--- src/rtl/ttt_game_controller.sv ---
// Two-player move sequencer for the 3x3 TBox board. It serves the in-turn player,
// validates each move against the board's valid bits, drives TBox set/row/col/reset,
// enforces a per-move timeout and keeps saturating win/draw tallies.
module ttt_game_controller #(
    parameter int TIMEOUT_CYCLES = 1000,
    parameter int SCORE_W        = 4
) (
    input  logic               clk,
    input  logic               reset,
    input  logic               req_x,
    input  logic [1:0]         row_x,
    input  logic [1:0]         col_x,
    input  logic               req_o,
    input  logic [1:0]         row_o,
    input  logic [1:0]         col_o,
    input  logic               new_game,
    output logic               ack_x,
    output logic               ack_o,
    output logic               nack_x,
    output logic               nack_o,
    output logic               tb_set,
    output logic [1:0]         tb_row,
    output logic [1:0]         tb_col,
    output logic               tb_reset,
    input  logic [8:0]         board_valid,
    input  logic [1:0]         game_state,
    output logic               turn,
    output logic [1:0]         result,
    output logic               timeout,
    output logic [SCORE_W-1:0] score_x,
    output logic [SCORE_W-1:0] score_o,
    output logic [SCORE_W-1:0] draws
);
    localparam int TIMER_W = $clog2(TIMEOUT_CYCLES);
    localparam logic [TIMER_W-1:0] TIMER_LAST = TIMER_W'(TIMEOUT_CYCLES - 1);
    localparam logic [SCORE_W-1:0] SCORE_MAX  = '1;

    typedef enum logic [2:0] {
        ST_CLEAR, ST_WAIT, ST_ISSUE, ST_SETTLE, ST_CHECK, ST_OVER
    } state_t;

    state_t             state_reg, state_next;
    logic               turn_reg, turn_next;
    logic [TIMER_W-1:0] timer_reg, timer_next;
    logic [1:0]         result_reg, result_next;
    logic [SCORE_W-1:0] score_x_reg, score_x_next;
    logic [SCORE_W-1:0] score_o_reg, score_o_next;
    logic [SCORE_W-1:0] draws_reg, draws_next;
    logic [1:0]         row_reg, row_next;
    logic [1:0]         col_reg, col_next;
    logic               nack_x_reg, nack_x_next;
    logic               nack_o_reg, nack_o_next;
    logic               timeout_reg, timeout_next;

    logic               mv_req;
    logic [1:0]         mv_row;
    logic [1:0]         mv_col;
    logic [8:0]         req_mask;
    logic [8:0]         lat_mask;
    logic               legal;
    logic               placed;
    logic               active;
    logic               holds_cell;

    function automatic logic [SCORE_W-1:0] sat_inc(input logic [SCORE_W-1:0] v);
        return (v == SCORE_MAX) ? v : v + 1'b1;
    endfunction

    // Select the request of the player whose turn it is; the other one is simply held off.
    always_comb begin
        mv_req = turn_reg ? req_x : req_o;
        mv_row = turn_reg ? row_x : row_o;
        mv_col = turn_reg ? col_x : col_o;
    end

    // One-hot cell decode for the requested cell and for the latched cell being placed.
    genvar gi;
    generate
        for (gi = 0; gi < 9; gi++) begin : g_cell
            assign req_mask[gi] = (mv_row == 2'(gi / 3 + 1)) && (mv_col == 2'(gi % 3 + 1));
            assign lat_mask[gi] = (row_reg == 2'(gi / 3 + 1)) && (col_reg == 2'(gi % 3 + 1));
        end
    endgenerate

    assign legal  = mv_req && (mv_row != 2'd0) && (mv_col != 2'd0)
                    && ((board_valid & req_mask) == 9'd0);
    assign placed = (board_valid & lat_mask) != 9'd0;

    // Next-state and next-value logic for the move sequencer.
    always_comb begin
        state_next   = state_reg;
        turn_next    = turn_reg;
        timer_next   = timer_reg;
        result_next  = result_reg;
        score_x_next = score_x_reg;
        score_o_next = score_o_reg;
        draws_next   = draws_reg;
        row_next     = row_reg;
        col_next     = col_reg;
        nack_x_next  = 1'b0;
        nack_o_next  = 1'b0;
        timeout_next = 1'b0;
        case (state_reg)
            ST_CLEAR: begin
                turn_next   = 1'b1;
                timer_next  = '0;
                result_next = 2'b00;
                state_next  = ST_WAIT;
            end
            ST_WAIT: begin
                if (legal) begin
                    // A legal move in the expiry cycle takes priority over the forfeit.
                    row_next   = mv_row;
                    col_next   = mv_col;
                    state_next = ST_ISSUE;
                end else if (timer_reg == TIMER_LAST) begin
                    timeout_next = 1'b1;
                    state_next   = ST_OVER;
                    if (turn_reg) begin
                        result_next  = 2'b10;
                        score_o_next = sat_inc(score_o_reg);
                    end else begin
                        result_next  = 2'b01;
                        score_x_next = sat_inc(score_x_reg);
                    end
                end else begin
                    timer_next  = timer_reg + 1'b1;
                    nack_x_next = mv_req && turn_reg;
                    nack_o_next = mv_req && !turn_reg;
                end
            end
            ST_ISSUE:  state_next = ST_SETTLE;
            ST_SETTLE: state_next = ST_CHECK;
            ST_CHECK: begin
                if (!placed) begin
                    state_next = ST_WAIT;
                end else if (game_state == 2'b00) begin
                    turn_next  = !turn_reg;
                    timer_next = '0;
                    state_next = ST_WAIT;
                end else begin
                    result_next = game_state;
                    state_next  = ST_OVER;
                    case (game_state)
                        2'b01:   score_x_next = sat_inc(score_x_reg);
                        2'b10:   score_o_next = sat_inc(score_o_reg);
                        default: draws_next   = sat_inc(draws_reg);
                    endcase
                end
            end
            ST_OVER: begin
                if (new_game) state_next = ST_CLEAR;
            end
            default: state_next = ST_CLEAR;
        endcase
    end

    // State and datapath registers with synchronous reset.
    always_ff @(posedge clk) begin
        if (reset) begin
            state_reg   <= ST_CLEAR;
            turn_reg    <= 1'b1;
            timer_reg   <= '0;
            result_reg  <= 2'b00;
            score_x_reg <= '0;
            score_o_reg <= '0;
            draws_reg   <= '0;
            row_reg     <= 2'd0;
            col_reg     <= 2'd0;
            nack_x_reg  <= 1'b0;
            nack_o_reg  <= 1'b0;
            timeout_reg <= 1'b0;
        end else begin
            state_reg   <= state_next;
            turn_reg    <= turn_next;
            timer_reg   <= timer_next;
            result_reg  <= result_next;
            score_x_reg <= score_x_next;
            score_o_reg <= score_o_next;
            draws_reg   <= draws_next;
            row_reg     <= row_next;
            col_reg     <= col_next;
            nack_x_reg  <= nack_x_next;
            nack_o_reg  <= nack_o_next;
            timeout_reg <= timeout_next;
        end
    end

    // Reset aborts immediately: every pulse and board command is masked while it is high.
    assign active     = !reset;
    assign holds_cell = active && ((state_reg == ST_ISSUE) || (state_reg == ST_SETTLE)
                                   || (state_reg == ST_CHECK));

    assign ack_x    = active && (state_reg == ST_CHECK) && placed && turn_reg;
    assign ack_o    = active && (state_reg == ST_CHECK) && placed && !turn_reg;
    assign nack_x   = active && (nack_x_reg || ((state_reg == ST_CHECK) && !placed && turn_reg));
    assign nack_o   = active && (nack_o_reg || ((state_reg == ST_CHECK) && !placed && !turn_reg));
    assign tb_set   = active && (state_reg == ST_ISSUE);
    assign tb_reset = active && (state_reg == ST_CLEAR);
    assign tb_row   = holds_cell ? row_reg : 2'd0;
    assign tb_col   = holds_cell ? col_reg : 2'd0;
    assign timeout  = active && timeout_reg;
    assign turn     = turn_reg;
    assign result   = result_reg;
    assign score_x  = score_x_reg;
    assign score_o  = score_o_reg;
    assign draws    = draws_reg;
endmodule

--- config.mk ---
export PLATFORM = sky130hd
export DESIGN_NAME = ttt_game_controller
export DESIGN_NICKNAME = d
export VERILOG_FILES = /design/src/rtl/ttt_game_controller.sv
export SDC_FILE = /design/constraint.sdc
export NUM_CORES = 1
export LEC_CHECK = 0
export BUFFER_PORTS_ARGS = -buffer_cell sky130_fd_sc_hd__buf_2
export CORE_ASPECT_RATIO = 1.5
export CORE_MARGIN = 1.5
export CORE_UTILIZATION = 30
export CTS_BUF_LIST = sky130_fd_sc_hd__clkbuf_8
export DETAILED_ROUTE_END_ITERATION = 16
export GPL_TIMING_DRIVEN = 0
export PLACE_DENSITY_LB_ADDON = 0.05
export REMOVE_ABC_BUFFERS = 1
export SLEW_MARGIN = 20
export SYNTH_ARGS = -nofsm -noshare
export SYNTH_HDL_FRONTEND = slang
export SYNTH_SLANG_ARGS = --single-unit
--- constraint.sdc ---
create_clock -name clk -period 4.5 [get_ports clk]
set_clock_uncertainty 0.05 [all_clocks]
set_input_delay 0.675 -clock clk [delete_from_list [all_inputs] [get_ports clk]]
set_output_delay 0.675 -clock clk [all_outputs]
set_load 0.01 [all_outputs]
==> run summary, run 1 <==
Critical path depth in cells -> 7
CP bufs+invs -> 0
Design area -> 0.002645 sq mm
Number of synthesized flops with an enable pin -> 0
WHS -> 0.4393 ns
Root Driver -> clkbuf_8
Final setup TNS -> 0 ns
Global-route wire length before repair -> 10.22 mm
Unrepaired setup endpoints after global routing -> false
Crit-path cells -> mux2_2 > mux2i_1 > o31a_1 > nand4_2 > nand3_1 > or4_1 > o21ai_0
Iter 0 DRT Violations -> 62
Reg-to-Reg End -> timer_reg[9]
Sequential element share of the synthesized area -> 30.77%
Flop-to-flop setup slack -> 1.10 ns
Remaining DRCs -> 0
Grt total ovfl -> 0
Relative slew slack -> 41.68%
R2r startpoint -> turn
Post_cts resized -> 0
Count of cell types in the netlist -> 61
# diodes -> 0
Initial antenna violation count -> 0
Total global-route track usage -> 16.39%
Cts bufs inserted -> 5
FF+latch count, synth -> 35
Port Buffers -> 49
DIE AREA -> 0.008133 sq mm
Ranking of synthesized cells by area -> dfxtp_1 (31%), mux2i_1 (5.7%), nor2_1 (4.9%)
Final Hold Fails -> 0
VDD IR max -> 99.46 uV
Vias in the first global route -> 2097
R2r worst-path depth -> 7
Post-layout min period -> 3.401 ns
I/O Pins -> 50
Vias per cell -> 5.231
Hold crit path type -> flip-flop to flip-flop
DRT antenna net count -> 0
Share of cells above drive strength 1 -> 20.99%
Hold_buf cts -> 0
Count leader, synth -> dfxtp_1
Worst slew pin tran -> 0.8748 ns
Worst setup path class -> flip-flop to flip-flop
Pre-CTS setup slack -> 1.051 ns
Post-synth top area share -> 30.77%
# setup viols final -> 0
Largest net degree at the start of global routing -> 47
Drt pass-1 iters -> 4
Synthesized area -> 0.002277 sq mm
Clk pin slew, worst setup/hold paths -> 0.07 ns
Final Max Tran Viols -> 0
Worst setup path end -> timer_reg[9]
Vias after detailed routing -> 2218
Synth warnings -> 0
Core area -> 0.007274 sq mm
Std cell rows -> 38
Wire per inst -> 15.20 microns
H-tree Lvls -> 2
Top cell types by occurrence after synthesis -> dfxtp_1 (35), nor2_1 (30), a21oi_1 (20), nand2_1 (20), o21ai_0 (15)
Worst setup startpoint -> turn
Max cap viols -> 0
Fin cells -> 424
Layout area overhead -> 16.15%
Status -> finished, final reports clean
Clk buf depth -> 2
Fin nets -> 356
Slowest cell delay on critical path -> 0.87 ns
Ys async rst share -> 0%
Worst-skew pair later-pin latency -> 0.29 ns
Effective utilization at floorplan -> 31.30%
Cell taking the most area after synthesis -> dfxtp_1
Crit. End Element -> flip-flop
Period utilisation layout -> 75.58%
Synthesized area per cell -> 8.018 sq um
Die width -> 74.14 microns
DP Area -> 0.002572 sq mm
CP required -> 4.66 ns
Slowest cell on crit path -> dfxtp_1
Startpoint Class -> flip-flop
Filler cell count -> 815
Post-DP HPWL -> 4.611 mm
Die Ht -> 109.7 microns
CTS tree -> done
Post-CTS setup buffer count -> 0
Synth Flop Type -> dfxtp_1
Max Clk Rate -> 294.0 MHz
Largest register FFs -> 10
Top delay family on crit path -> simple AND/OR/NAND/NOR gates
Clock sink count -> 35
PD cells -> 286.0 mW/mm^2
Placed cells -> 418
Instance count of the mapped netlist -> 284
WL final -> 6.445 mm
Final WS setup -> 1.099 ns
GP Congestion -> 0.7521
CP max FO -> 24
Critical path arrival -> 3.56 ns
Static Leak -> 0.001067 uW
-- layer usage --
metal  global-route usage, %  routed length, microns
met1                   18.53                    2716
met3                   2.658                     209
met5                       0                       0
met4                   7.672                     189
met2                   29.21                    3330
-- stage by stage --
step | util (%) | power, uW
floorplan | - | 476.3
detailed placement | 35.36 | 553.1
CTS | 36.36 | 770.6
global route | 36.36 | 799.9
global placement | 35.28 | 553.1
finish | 36.36 | 756.5
-- placed cells by master (no fill, tap or decap), types with 3 or more instances in the layout --
cell      synthesis  final
inv_1            12     13
or3_1             9      9
nand3_1          13     13
a21oi_1          20     20
nor2_1           30     30
nor3_1            6      6
nand4_1           3      3
and2_1            4      4
o21ai_0          15     15
and3_1            4      4
o32ai_1           3      3
a21o_1            3      3
o211ai_1          3      3
dfxtp_1          35     35
buf_2             2     49
or2_2             3      3
nor4_1            3      3
mux2i_1          13     13
clkbuf_8          0      5
nand2b_1          8      8
a31oi_1           6      5
nand3b_1          6      6
ha_1              7      7
nand2_1          20     20
xor2_1            4      4
-- tightest hold or removal path: stages, from the launching register on --
cell and delay, ns:
dfxtp_1 0.32, mux2i_1 0.06, nor2_1 0.07
-- kinds of logic after synthesis --
kind of cell | Yosys count | share of synthesized area, %
xor gates and xnor gates | 5 | 1.923
adders and majority gates | 7 | 3.846
muxes | 14 | 6.209
DFF | 35 | 30.77
AOI/OAI and AO/OA | 73 | 21.54
and+or+nand+nor | 123 | 30.17
buffers and inverters | 27 | 5.549
-- power by group --
part | internal [uW] | leakage (uW) | switching, uW | total [uW]
clock | 101 | 0.0000413 | 112 | 213
combinational | 72.2 | 0.000742 | 119 | 191
sequential | 324 | 0.000283 | 27.7 | 352
-- worst min path at each step --
stage                    to  slack (ns)  depth (start not counted)    startpoint
3_3_place_gp   timer_reg[0]        0.43                          2  timer_reg[0]
3_5_place_dp   timer_reg[0]        0.43                          2  timer_reg[0]
5_1_grt        timer_reg[0]        0.46                          2  timer_reg[0]
6_report          result[1]        0.44                          2     result[1]
2_1_floorplan  timer_reg[0]        0.40                          2  timer_reg[0]
4_1_cts        timer_reg[0]        0.44                          2  timer_reg[0]
-- cell type report --
cell class	count	area [sq um]	area share, %
Multi-Input combinational cell	222	1456	55.06
Clock inverter	1	3.754	0.1419
Timing Repair Buffer	49	245.2	9.272
Inverter	12	45.04	1.703
Sequential cell	35	700.7	26.49
Tap cell	100	125.1	4.730
Clock buffer	5	68.82	2.602
Note: power is estimated with default switching activity, not from simulation.
==> run 2: changes to the inputs <==
==> constraint.sdc (replaced) <==
create_clock -name clk -period 3.5 [get_ports clk]
set_clock_uncertainty 0.05 [all_clocks]
set_input_delay 0.525 -clock clk [delete_from_list [all_inputs] [get_ports clk]]
set_output_delay 0.525 -clock clk [all_outputs]
set_load 0.01 [all_outputs]
==> run 2 against run 1 <==
First-iteration DRC count unchanged. Routed wire length unchanged. Total power increased by 29%. Highest routed layer unchanged. Fmax increased by 8.9%. Critical path type unchanged. Clock-buffer cell count unchanged. Register-to-register slack got worse by 0.72 ns. Combinational power increased by 29%. Core utilization about the same. Sequential share of layout area about the same.
==> run summary, run 2 (synthesis gave the netlist of run 1 again) <==
Status -> finished, final reports clean
Vias in the first global route -> 2097 (unchanged)
Crit. End Element -> flip-flop
Clk buf depth -> 2 (unchanged)
Most common cell after layout, fill and taps aside -> buf_2
Global-route wire length before repair -> 10.22 mm (unchanged)
Layout area overhead -> 16.21% (about the same)
Total global-route track usage -> 16.39% (unchanged)
Placed cells -> 418 (unchanged)
Met2 GRT Util -> 29.21% (unchanged)
Port Buffers -> 49 (unchanged)
Root Driver -> clkbuf_8
Die Ht -> 109.7 microns (unchanged)
Initial antenna violation count -> 0 (unchanged)
Pre-CTS setup slack -> 0.05072 ns (-1.000 ns)
Post_cts resized -> 0 (unchanged)
Largest register FFs -> 10 (unchanged)
WHS -> 0.4393 ns (unchanged)
Unrepaired setup endpoints after global routing -> false
Clock sink count -> 35 (unchanged)
Drt pass-1 iters -> 4 (unchanged)
Cts bufs inserted -> 5 (unchanged)
VDD IR max -> 127.9 uV (+29%)
I/O Pins -> 50 (unchanged)
Hold crit path type -> flip-flop to flip-flop
H-tree Lvls -> 2 (unchanged)
Remaining DRCs -> 0 (unchanged)
DP Area -> 0.002572 sq mm (unchanged)
Final Max Tran Viols -> 0 (unchanged)
Vias per cell -> 5.231 (unchanged)
Share of cells above drive strength 1 -> 21.30% (+0.31 points)
Grt total ovfl -> 0 (unchanged)
Core area -> 0.007274 sq mm (unchanged)
GP Congestion -> 0.7521 (unchanged)
Period utilisation layout -> 89.24% (+14 points)
DRT antenna net count -> 0 (unchanged)
Final WS setup -> 0.3767 ns (-0.7221 ns)
Post-layout min period -> 3.123 ns (-0.2779 ns)
CP max FO -> 24 (unchanged)
Met3 Resource Use GR -> 2.658% (unchanged)
DIE AREA -> 0.008133 sq mm (unchanged)
Worst setup path class -> flip-flop to flip-flop
Largest net degree at the start of global routing -> 47 (unchanged)
PD cells -> 367.5 mW/mm^2 (+29%)
Critical path arrival -> 3.29 ns (-0.27 ns)
Startpoint Class -> flip-flop
Design area -> 0.002646 sq mm (about the same)
Fin nets -> 356 (unchanged)
Post-CTS setup buffer count -> 0 (unchanged)
Final setup TNS -> 0 ns (unchanged)
Wire per inst -> 15.20 microns (unchanged)
# setup viols final -> 0 (unchanged)
GRT busiest layer -> met2
Iter 0 DRT Violations -> 62 (unchanged)
Relative slew slack -> 41.68% (unchanged)
Std cell rows -> 38 (unchanged)
Static Leak -> 0.001066 uW (about the same)
Met1 global-route usage -> 18.53% (unchanged)
Max Clk Rate -> 320.2 MHz (+8.9%)
Worst-skew pair later-pin latency -> 0.29 ns (about the same)
Fin cells -> 424 (unchanged)
Most frequent cells in the layout -> buf_2 (49), dfxtp_1 (34), nor2_1 (30)
Final Hold Fails -> 0 (unchanged)
CTS tree -> done
Clk pin slew, worst setup/hold paths -> 0.07 ns (about the same)
Die width -> 74.14 microns (unchanged)
# diodes -> 0 (unchanged)
Hold_buf cts -> 0 (unchanged)
Worst slew pin tran -> 0.8748 ns (unchanged)
WL final -> 6.445 mm (unchanged)
Post-DP HPWL -> 4.611 mm (unchanged)
Max cap viols -> 0 (unchanged)
Effective utilization at floorplan -> 31.30% (unchanged)
CP required -> 3.66 ns (-1.00 ns)
Vias after detailed routing -> 2218 (unchanged)
run 2: worst paths after layout:
kind | start | end | slack, ns | cells past startpoint
setup / recovery | turn | timer_reg[9] | 0.38 | 7
hold / removal | result[1] | result[1] | 0.44 | 2
setup reg to reg | turn | timer_reg[9] | 0.38 | 7
hold reg to reg | result[1] | result[1] | 0.44 | 2
run 2: where the power goes:
group / switching (uW) / total [uW] / internal (uW)
registers: 35.6 / 453 / 417
logic: 153 / 246 / 92.9
clock network: 145 / 274 / 130
run 2: layer usage:
metal	wire, microns	share of wire [%]
met5	0	0
met4	189	2.9
met3	209	3.2
met2	3330	52
met1	2716	42
run 2: metrics by stage:
stage / utilization, % / total power, uW
finish: 36.38 / 972.6
global placement: 35.28 / 711.1
global route: 36.38 / 1028
detailed placement: 35.36 / 711.1
CTS: 36.36 / 990.8
floorplan: - / 612.4
run 2: cell type report:
cell class / instances / area [sq um]
Clock buffer: 5 / 68.82
Clock inverter: 1 / 3.754
Fill cell: 814 / 4628
Inverter: 12 / 45.04
Multi-Input combinational cell: 222 / 1456
Sequential cell: 35 / 701.9
Tap cell: 100 / 125.1
Timing Repair Buffer: 49 / 245.2
run 2: worst max-delay path, stage by stage (launching register included):
cell	delay [ns]
dfxtp_2	0.61
mux2_2	0.45
mux2i_1	0.14
o31a_1	0.28
nand4_2	0.33
nand3_1	0.50
or4_1	0.60
o21ai_0	0.08
